File: src/rtl/cms_pix28_cfg_pkg.sv
// Shared types and default sizing for the configuration-chain sequencer.
package cms_pix28_cfg_pkg;

  typedef enum logic [2:0] {
    IDLE,
    SHIFT_LO,
    SHIFT_HI,
    LOAD,
    DONE
  } cfg_state_t;

  localparam int CFG_WIDTH_DEF   = 64;
  localparam int HALF_DIV_DEF    = 4;
  localparam int LOAD_CYCLES_DEF = 4;

endpackage

File: src/rtl/sync_2ff.sv
// Two-flop synchronizer for a single asynchronous input; resets to 0.
module sync_2ff (
  input  logic i_clk,
  input  logic i_rst_n,
  input  logic i_d,
  output logic o_q
);

  logic r_meta;
  logic r_sync;

  always_ff @(posedge i_clk or negedge i_rst_n) begin
    if (!i_rst_n) begin
      r_meta <= 1'b0;
      r_sync <= 1'b0;
    end else begin
      r_meta <= i_d;
      r_sync <= r_meta;
    end
  end

  assign o_q = r_sync;

endmodule

File: src/rtl/config_chain_ctrl.sv
// Serialises a configuration word MSB-first onto the DUT chain, captures the
// bits shifted out as readback, then strobes config_load to latch the chain.
//
//   state    | meaning
//   ---------+-----------------------------------------------------------
//   IDLE     | waiting for start
//   SHIFT_LO | config_clk low, config_in presents the current MSB
//   SHIFT_HI | config_clk high; last cycle shifts data/readback
//   LOAD     | config_load high for LOAD_CYCLES cycles
//   DONE     | one-cycle done pulse, readback published, compare result
module config_chain_ctrl
  import cms_pix28_cfg_pkg::*;
#(
  parameter int CFG_WIDTH   = CFG_WIDTH_DEF,
  parameter int HALF_DIV    = HALF_DIV_DEF,
  parameter int LOAD_CYCLES = LOAD_CYCLES_DEF
) (
  input  logic                 S_AXI_ACLK,
  input  logic                 S_AXI_ARESETN,
  input  logic                 start,
  input  logic                 abort,
  input  logic [CFG_WIDTH-1:0] cfg_wdata,
  output logic                 busy,
  output logic                 done,
  output logic                 mismatch,
  output logic [CFG_WIDTH-1:0] cfg_rdata,
  output logic                 config_clk,
  output logic                 config_in,
  output logic                 config_load,
  input  logic                 config_out
);

  localparam int CNT_W  = $clog2(CFG_WIDTH + 1);
  // The half-period counter doubles as the LOAD counter, so size it for both.
  localparam int HCNT_W = ($clog2(HALF_DIV) > $clog2(LOAD_CYCLES)) ?
                          $clog2(HALF_DIV) : $clog2(LOAD_CYCLES);
  localparam logic [HCNT_W-1:0] HALF_M1 = HCNT_W'(HALF_DIV - 1);
  localparam logic [HCNT_W-1:0] LOAD_M1 = HCNT_W'(LOAD_CYCLES - 1);

  cfg_state_t r_state;
  cfg_state_t w_state_nxt;

  logic [HCNT_W-1:0]    r_hcnt;
  logic [HCNT_W-1:0]    w_hcnt_nxt;
  logic [CNT_W-1:0]     r_bcnt;
  logic [CFG_WIDTH-1:0] r_shift;
  logic [CFG_WIDTH-1:0] w_shift_nxt;
  logic [CFG_WIDTH-1:0] r_pend;
  logic [CFG_WIDTH-1:0] r_rback;
  logic [CFG_WIDTH-1:0] r_prev_word;
  logic                 r_prev_valid;
  logic                 r_rb_bit;
  logic                 w_cfg_out_s;
  logic                 w_hc_last;
  logic                 w_accept;
  logic                 w_bit_end;
  logic                 w_seq_end;

  logic                 r_busy;
  logic                 r_done;
  logic                 r_mismatch;
  logic [CFG_WIDTH-1:0] r_cfg_rdata;
  logic                 r_config_clk;
  logic                 r_config_in;
  logic                 r_config_load;

  sync_2ff u_sync_cfg_out (
    .i_clk   (S_AXI_ACLK),
    .i_rst_n (S_AXI_ARESETN),
    .i_d     (config_out),
    .o_q     (w_cfg_out_s)
  );

  assign w_hc_last = (r_hcnt == '0);

  always_ff @(posedge S_AXI_ACLK or negedge S_AXI_ARESETN) begin
    if (!S_AXI_ARESETN) begin
      r_state <= IDLE;
      r_hcnt  <= '0;
    end else begin
      r_state <= w_state_nxt;
      r_hcnt  <= w_hcnt_nxt;
    end
  end

  always_comb begin
    w_state_nxt = r_state;
    w_hcnt_nxt  = r_hcnt;
    w_accept    = 1'b0;
    w_bit_end   = 1'b0;
    w_seq_end   = 1'b0;
    if (abort) begin
      w_state_nxt = IDLE;
      w_hcnt_nxt  = '0;
    end else begin
      case (r_state)
        IDLE: begin
          if (start) begin
            w_accept    = 1'b1;
            w_state_nxt = SHIFT_LO;
            w_hcnt_nxt  = HALF_M1;
          end
        end
        SHIFT_LO: begin
          if (w_hc_last) begin
            w_state_nxt = SHIFT_HI;
            w_hcnt_nxt  = HALF_M1;
          end else begin
            w_hcnt_nxt = r_hcnt - HCNT_W'(1);
          end
        end
        SHIFT_HI: begin
          if (w_hc_last) begin
            w_bit_end = 1'b1;
            if (r_bcnt == CNT_W'(1)) begin
              w_state_nxt = LOAD;
              w_hcnt_nxt  = LOAD_M1;
            end else begin
              w_state_nxt = SHIFT_LO;
              w_hcnt_nxt  = HALF_M1;
            end
          end else begin
            w_hcnt_nxt = r_hcnt - HCNT_W'(1);
          end
        end
        LOAD: begin
          if (w_hc_last) begin
            w_state_nxt = DONE;
            w_seq_end   = 1'b1;
          end else begin
            w_hcnt_nxt = r_hcnt - HCNT_W'(1);
          end
        end
        DONE:    w_state_nxt = IDLE;
        default: w_state_nxt = IDLE;
      endcase
    end
  end

  always_comb begin
    w_shift_nxt = r_shift;
    if (w_accept) begin
      w_shift_nxt = cfg_wdata;
    end else if (w_bit_end) begin
      w_shift_nxt = {r_shift[CFG_WIDTH-2:0], 1'b0};
    end
  end

  always_ff @(posedge S_AXI_ACLK or negedge S_AXI_ARESETN) begin
    if (!S_AXI_ARESETN) begin
      r_shift      <= '0;
      r_pend       <= '0;
      r_bcnt       <= '0;
      r_rback      <= '0;
      r_rb_bit     <= 1'b0;
      r_prev_word  <= '0;
      r_prev_valid <= 1'b0;
      r_cfg_rdata  <= '0;
      r_mismatch   <= 1'b0;
    end else begin
      r_shift <= w_shift_nxt;
      if (w_accept) begin
        r_pend     <= cfg_wdata;
        r_bcnt     <= CNT_W'(CFG_WIDTH);
        r_rback    <= '0;
        r_mismatch <= 1'b0;
      end
      // Sample just before this bit's rising edge: the chain still shows the
      // bit from the previous edge, so readback reconstructs the old contents.
      if (r_state == SHIFT_LO && w_hc_last) begin
        r_rb_bit <= w_cfg_out_s;
      end
      if (w_bit_end) begin
        r_rback <= {r_rback[CFG_WIDTH-2:0], r_rb_bit};
        r_bcnt  <= r_bcnt - CNT_W'(1);
      end
      if (w_seq_end) begin
        r_cfg_rdata <= r_rback;
        r_mismatch  <= r_prev_valid && (r_rback != r_prev_word);
      end
      if (abort) begin
        r_prev_valid <= 1'b0;
      end else if (r_state == DONE) begin
        r_prev_word  <= r_pend;
        r_prev_valid <= 1'b1;
      end
    end
  end

  // Pin/status outputs are registered from the next state so they align with it.
  always_ff @(posedge S_AXI_ACLK or negedge S_AXI_ARESETN) begin
    if (!S_AXI_ARESETN) begin
      r_busy        <= 1'b0;
      r_done        <= 1'b0;
      r_config_clk  <= 1'b0;
      r_config_in   <= 1'b0;
      r_config_load <= 1'b0;
    end else begin
      r_busy        <= (w_state_nxt != IDLE);
      r_done        <= (w_state_nxt == DONE);
      r_config_clk  <= (w_state_nxt == SHIFT_HI);
      r_config_load <= (w_state_nxt == LOAD);
      r_config_in   <= ((w_state_nxt == SHIFT_LO) || (w_state_nxt == SHIFT_HI)) ?
                       w_shift_nxt[CFG_WIDTH-1] : 1'b0;
    end
  end

  assign busy        = r_busy;
  assign done        = r_done;
  assign mismatch    = r_mismatch;
  assign cfg_rdata   = r_cfg_rdata;
  assign config_clk  = r_config_clk;
  assign config_in   = r_config_in;
  assign config_load = r_config_load;

endmodule
File: config.mk
export PLATFORM = sky130hd
export DESIGN_NAME = config_chain_ctrl
export DESIGN_NICKNAME = d
export VERILOG_FILES = /design/src/rtl/cms_pix28_cfg_pkg.sv /design/src/rtl/sync_2ff.sv /design/src/rtl/config_chain_ctrl.sv
export SDC_FILE = /design/constraint.sdc
export NUM_CORES = 1
export LEC_CHECK = 0
export ABC_AREA = 0
export CORE_MARGIN = 10
export CORE_UTILIZATION = 30
export CTS_BUF_LIST = sky130_fd_sc_hd__clkbuf_4 sky130_fd_sc_hd__clkbuf_8
export CTS_CLUSTER_SIZE = 20
export DETAILED_ROUTE_END_ITERATION = 10
export SLEW_MARGIN = 20
export SYNTH_ARGS = -nofsm -noshare
export SYNTH_HDL_FRONTEND = slang
export SYNTH_SLANG_ARGS = --single-unit
File: constraint.sdc
create_clock -name S_AXI_ACLK -period 2.6 [get_ports S_AXI_ACLK]
set_input_delay 0.65 -clock S_AXI_ACLK [delete_from_list [all_inputs] [get_ports S_AXI_ACLK]]
set_output_delay 0.65 -clock S_AXI_ACLK [all_outputs]
set_load 0.03 [all_outputs]
## Yosys cells after proc, flatten, opt, wreduce, memory -nomap -nowiden

Cells that the tools add are included.

| cells by class | value |
|---|---|
| $add $sub $neg | 2 |
| equality and inequality tests | 12 |
| muxes and demuxes | 31 |
| bitwise logic cells | 1 |
| reductions and logical operators | 13 |

Operators with widths:

| operator | count |
|---|---|
| $mux 64 | 4 |
| $ne 64x64->1 | 1 |
| $mux 3 | 5 |
| $mux 7 | 2 |
| $mux 1 | 13 |
| $eq 3x2->1 const B | 4 |
| $pmux 3 s4 | 1 |
| $mux 2 | 5 |
| $eq 7x1->1 const B | 1 |
| $sub 7x1->7 const B | 1 |
| $eq 3x1->1 const B | 2 |
| $eq 3x3->1 const B | 2 |
| $ne 3x3->1 const B | 2 |
| $pmux 2 s3 | 1 |
| $reduce_bool 2->1 | 3 |
| $reduce_bool 4->1 | 1 |
| $logic_not 3->1 | 1 |
| $reduce_and 3->1 | 1 |
| $reduce_bool 3->1 | 1 |
| $logic_and 1x1->1 | 2 |
| $logic_not 2->1 | 1 |
| $reduce_and 2->1 | 1 |
| $reduce_or 2->1 | 1 |
| $sub 2x1->2 const B | 1 |
| 2 further kinds | 2 |

| word-level totals | value |
|---|---|
| flip-flop bits (word level) | 342 |
| input bits | 69 |
| output and inout port bits | 70 |
| word-level logic and storage cells | 78 |

## Logic depth before layout (Yosys ltp)

| depth | value |
|---|---|
| depth after elaboration | 8 |
| depth in mapped cells | 9 |
| gate-level depth less buffers | 7 |

## Hierarchy

From an unflattened synthesis, not the netlist that was laid out.

| second synthesis, totals | value |
|---|---|
| cells, all modules | 1215 |
| area total of the unflattened synthesis | 13788.2 um2 |

Modules (own cells, without submodules):

| module | instances | cells each | area each (um2) | sequential area each (um2) |
|---|---|---|---|---|
| config_chain_ctrl | 1 | 1213 | 13738.2 | 8508.2 |
| sync_2ff | 1 | 2 | 50.0 | 50.0 |

## Worst setup path after synthesis

Ideal clock, no wire load.

| path | value |
|---|---|
| path type | reg-to-reg |
| start point | reg r_hcnt[0] |
| end point | reg r_cfg_rdata[58] (netlist: cfg_rdata[58]) |
| library setup time | 0.127 ns |
| data arrival time | 1.756 ns |
| data required time | 2.473 ns |
| path slack | 0.717 ns |
| stages on the path, launching flop included | 9 |
| path buffers | 3 |
| period minus slack after synthesis | 1.883 ns |
| cells stage by stage | dfrtp_1 inv_1 ha_1 buf_2 nand2_1 nor4_4 buf_4 buf_4 mux2_1 |

| between the ends | value |
|---|---|
| cells in the longest elaborated chain, start to end | 4 |

RTL lines:

| element | line | source |
|---|---|---|
| start, declared | config_chain_ctrl.sv:43 | `logic [HCNT_W-1:0] r_hcnt;` |
| start signal, assigned | config_chain_ctrl.sv:82 | `r_hcnt <= w_hcnt_nxt;` |
| $logic_not 2->1 | config_chain_ctrl.sv:74 | `assign w_hc_last = (r_hcnt == '0);` |
| $mux 1 | config_chain_ctrl.sv:127 | `if (w_hc_last) begin` |
| $mux 1 | config_chain_ctrl.sv:96 | `case (r_state)` |
| $mux 1 | config_chain_ctrl.sv:92 | `if (abort) begin` |
| end signal, assigned | config_chain_ctrl.sv:178 | `r_cfg_rdata <= r_rback;` |
| end, declared | config_chain_ctrl.sv:62 | `logic [CFG_WIDTH-1:0] r_cfg_rdata;` |

No other way between the ends.
A chain may end at the register's enable or synchronous reset.

## Worst setup path after layout

| path | value |
|---|---|
| start point | reg r_cfg_rdata[1] (netlist: cfg_rdata[1]) |
| end point | out cfg_rdata[1] |

RTL lines:

| element | line | source |
|---|---|---|
| end, declared | config_chain_ctrl.sv:26 | `output logic [CFG_WIDTH-1:0] cfg_rdata,` |

No word-level cell between the ends.

==> metrics.md <==
| Metric | Value |
|---|---|
| Total global-route track usage | 0.128 |
| Worst R2R End | cfg_rdata[44]$_DFFE_PN0P_ |
| Worst Hold Path EP | u_sync_cfg_out.o_q$_DFF_PN0_ |
| Post-synth top flop | dfrtp_1 |
| Syn Area/Cell | 12.9 um2 |
| Worst path bufs/invs | 1 |
| Gpl congestion | 0.760 |
| Post-layout nets | roughly 1300 |
| Post-route ant nets | 0 |
| Reg2Reg Depth | 6 |
| Slowest stage delay, CP | 710 ps |
| Fmax | 417 MHz |
| Synth top cells by count | dfrtp_1 (342), nand2_1 (203), mux2_2 (124) |
| Tot Pwr | 12.9 mW |
| Setup WS post-layout | just over 200 ps |
| HP Start | u_sync_cfg_out.r_meta$_DFF_PN0_ |
| Crit Path Max Fanout | 2 |
| Highest-delay cell along the critical path | clkdlybuf4s50_1 |
| Area contributors post-synth | dfrtp_1 (62%), mux2_2 (10%), nand2_1 (5.5%) |
| IO buf count | 138 |
| Vias in the first global route | 9290 |
| Post-synthesis cell count | 1075 |
| Clock buffer count from CTS | 57 |
| Status | completed |
| Clock skew | 11.2 ps |
| Grt total ovfl | 0 |
| Pwr/cell area | 752 mW/mm2 |
| Area Overhead vs Synth | 24.4% |
| Worst-margin pin slew | 574 ps |
| Most numerous cell in the Yosys netlist | dfrtp_1 |
| DIE AREA | 0.0551 mm2 |
| Worst Setup SP | cfg_rdata[1]$_DFFE_PN0P_ |
| CTS tree | done |
| Vias per cell | 4.64 |
| Die Width | around 230 um |
| Cell Area, Synth | 0.0138 mm2 |
| Area leader, netlist | dfrtp_1 |
| Post-Place Cell Area | ~0.016 mm2 |
| Syn_nets | 1147 |
| Final setup violation count | 0 |
| Fillers | 4453 |
| Crit. End Element | output port |
| Wirelength per Cell | roughly 19 um |
| Final instance area | 0.0172 mm2 |
| Clk_lat worst skew | a little over 600 ps |
| Final period util | 0.923 |
| Core area | about 0.045 mm2 |
| Async set or reset register ratio after synthesis | 1.00 |
| Worst-case clock buffer depth | 3 |
| Antenna violations before repair | 1 |
| Placement Setup Slack | around 120 ps |
| First-pass GRT wire length | 56200 um |
| Final hold viol count | 0 |
| Initial Utilization | 0.304 |
| CP Data Required Time | 1950 ps |
| Top Ports | ~140 |
| H-tree depth reported by CTS | 2 |
| FP Rows | 78 |
| Hold Crit Depth | 0 |
| Clock Pin Slew Worst Setup and Hold Paths | 60 ps |
| Final Max Slew Viols | 0 |
| Setup TNS | 0 ps |
| Critical path startpoint category | flip-flop |
| Vias after detailed routing | 8701 |
| Initial DRC Count | 520 |
| Minimum clock period | ~2400 ps |
| Clock tree sinks | around 340 |
| Post-synth EDFFs | 0 |
| Largest net degree at the start of global routing | 68 |
| Static leakage | 8.40 nW |
| Post-cts sizing count | 0 |
| Distinct cell type count after synthesis | 46 |
| Yosys warns | 0 |
| Critical path's top delay family | buffers and inverters |
| Sequential area share after synthesis | 0.619 |
| WP data arrival | 1750 ps |
| Total Routed Length | 35700 um |
| Crit-path cells | clkdlybuf4s50_1 |
| RSZ-0062 raised after global routing | false |
| R2r setup slk | 430 ps |
| Critical R2R Launch | r_hcnt[0]$_DFFE_PN0P_ |
| Synthesized flop and latch total | 342 |
| Clk root buf | clkbuf_8 |
| Share of layout cells above drive strength 1 | 0.201 |
| Pre-antenna DRT Iters | 4 |
| Die Y | 235 um |
| Max Cap Viol | 0 |
| Max rail drop VDD | between 400 and 500 uV |
| Top cell type's share of synthesized area | 0.619 |
| HPWL after DPL | 25100 um |
| Setup Crit Path Kind | reg2out |
| Share of the core filled with cells | 0.378 |
| Worst slew margin | 0.617 |
| # DRC | 0 |
| HP Class | reg2reg |
-- worst max-delay path by stage --
stage,cells past startpoint,endpoint,slack (ps)
2_1_floorplan,8,cfg_rdata[58]$_DFFE_PN0P_,720
3_3_place_gp,6,r_shift[12]$_DFFE_PN0P_,150
3_5_place_dp,4,cfg_rdata[40]$_DFFE_PN0P_,120
4_1_cts,1,cfg_rdata[35],150
5_1_grt,1,cfg_rdata[1],130
6_report,1,cfg_rdata[1],200
-- area by class of cell --
| type | count | area, um2 | share of cell area |
|---|---|---|---|
| flip-flops and latches | 342 | 8560 | 0.497 |
| multi-input cells | 665 | 4840 | 0.281 |
| repair buffers | 164 | 1780 | 0.104 |
| clock buffers | 90 | 1140 | 0.0662 |
| well taps | 600 | 751 | 0.0436 |
| clock inverters | 5 | 103 | 0.00596 |
| inverters | 8 | 30.0 | 0.00175 |
| diodes | 1 | 2.50 | 0.000145 |
-- state kept, by name, summed over array words and instances, names as in the netlist, 2 cells and up --
register     cells
r_bcnt           7
r_rback         64
r_state          3
r_pend          64
r_prev_word     64
cfg_rdata       64
r_shift         64
r_hcnt           2
-- power breakdown --
group	internal (mW)	switching (mW)	leakage, nW
Sequential	5.96	0.368	4.56
Clock	3.04	2.11	0.652
Combinational	0.657	0.812	3.19
-- logic make-up (layout without fill, tap and decap cells) --
group,count (synthesis),after routing,share of synthesized area
simple gates,253,253,0.0794
mux,193,193,0.151
fa+ha+maj,3,3,0.00271
other cells,0,1,0
compound gates,150,150,0.0739
buf+inv,68,267,0.0325
xor+xnor,66,66,0.0418
flops,342,342,0.619
-- through the flow --
step                std cells  hold slack (ps)
floorplan                1075              331
global placement         1778              335
detailed placement       1778              336
CTS                      1874              350
global route             1874              356
finish                   1875              349
-- timing repair --
action | in CTS | in global routing
setup endpoints to repair | 0 | 0
hold buffers | 1 | 0
endpoints found under the hold margin | 31 | 0
setup buffers | 0 | 0
-- placed cells by master, fill, tap and decap left out, drive strengths merged, types with 8 or more instances in the layout --
cell           netlist  routed
clkdlybuf4s50        0     137
nand2              203     203
inv                  8       8
buf                 49      26
nor4                19      19
xor2                64      64
nor2                 8       8
dfrtp              342     342
mux2               129     129
a22o                64      64
o21ai               73      73
mux2i               64      64
clkbuf              11      90
-- routing by layer --
metal	vias to the layer above	global-route usage	wire, um
met3	51	0.0351	1990
li1	4051	-	-
met2	216	0.199	16500
met4	0	0.0355	616
met5	-	0	0
met1	4383	0.171	16600
Note: power is estimated with default switching activity, not from simulation.
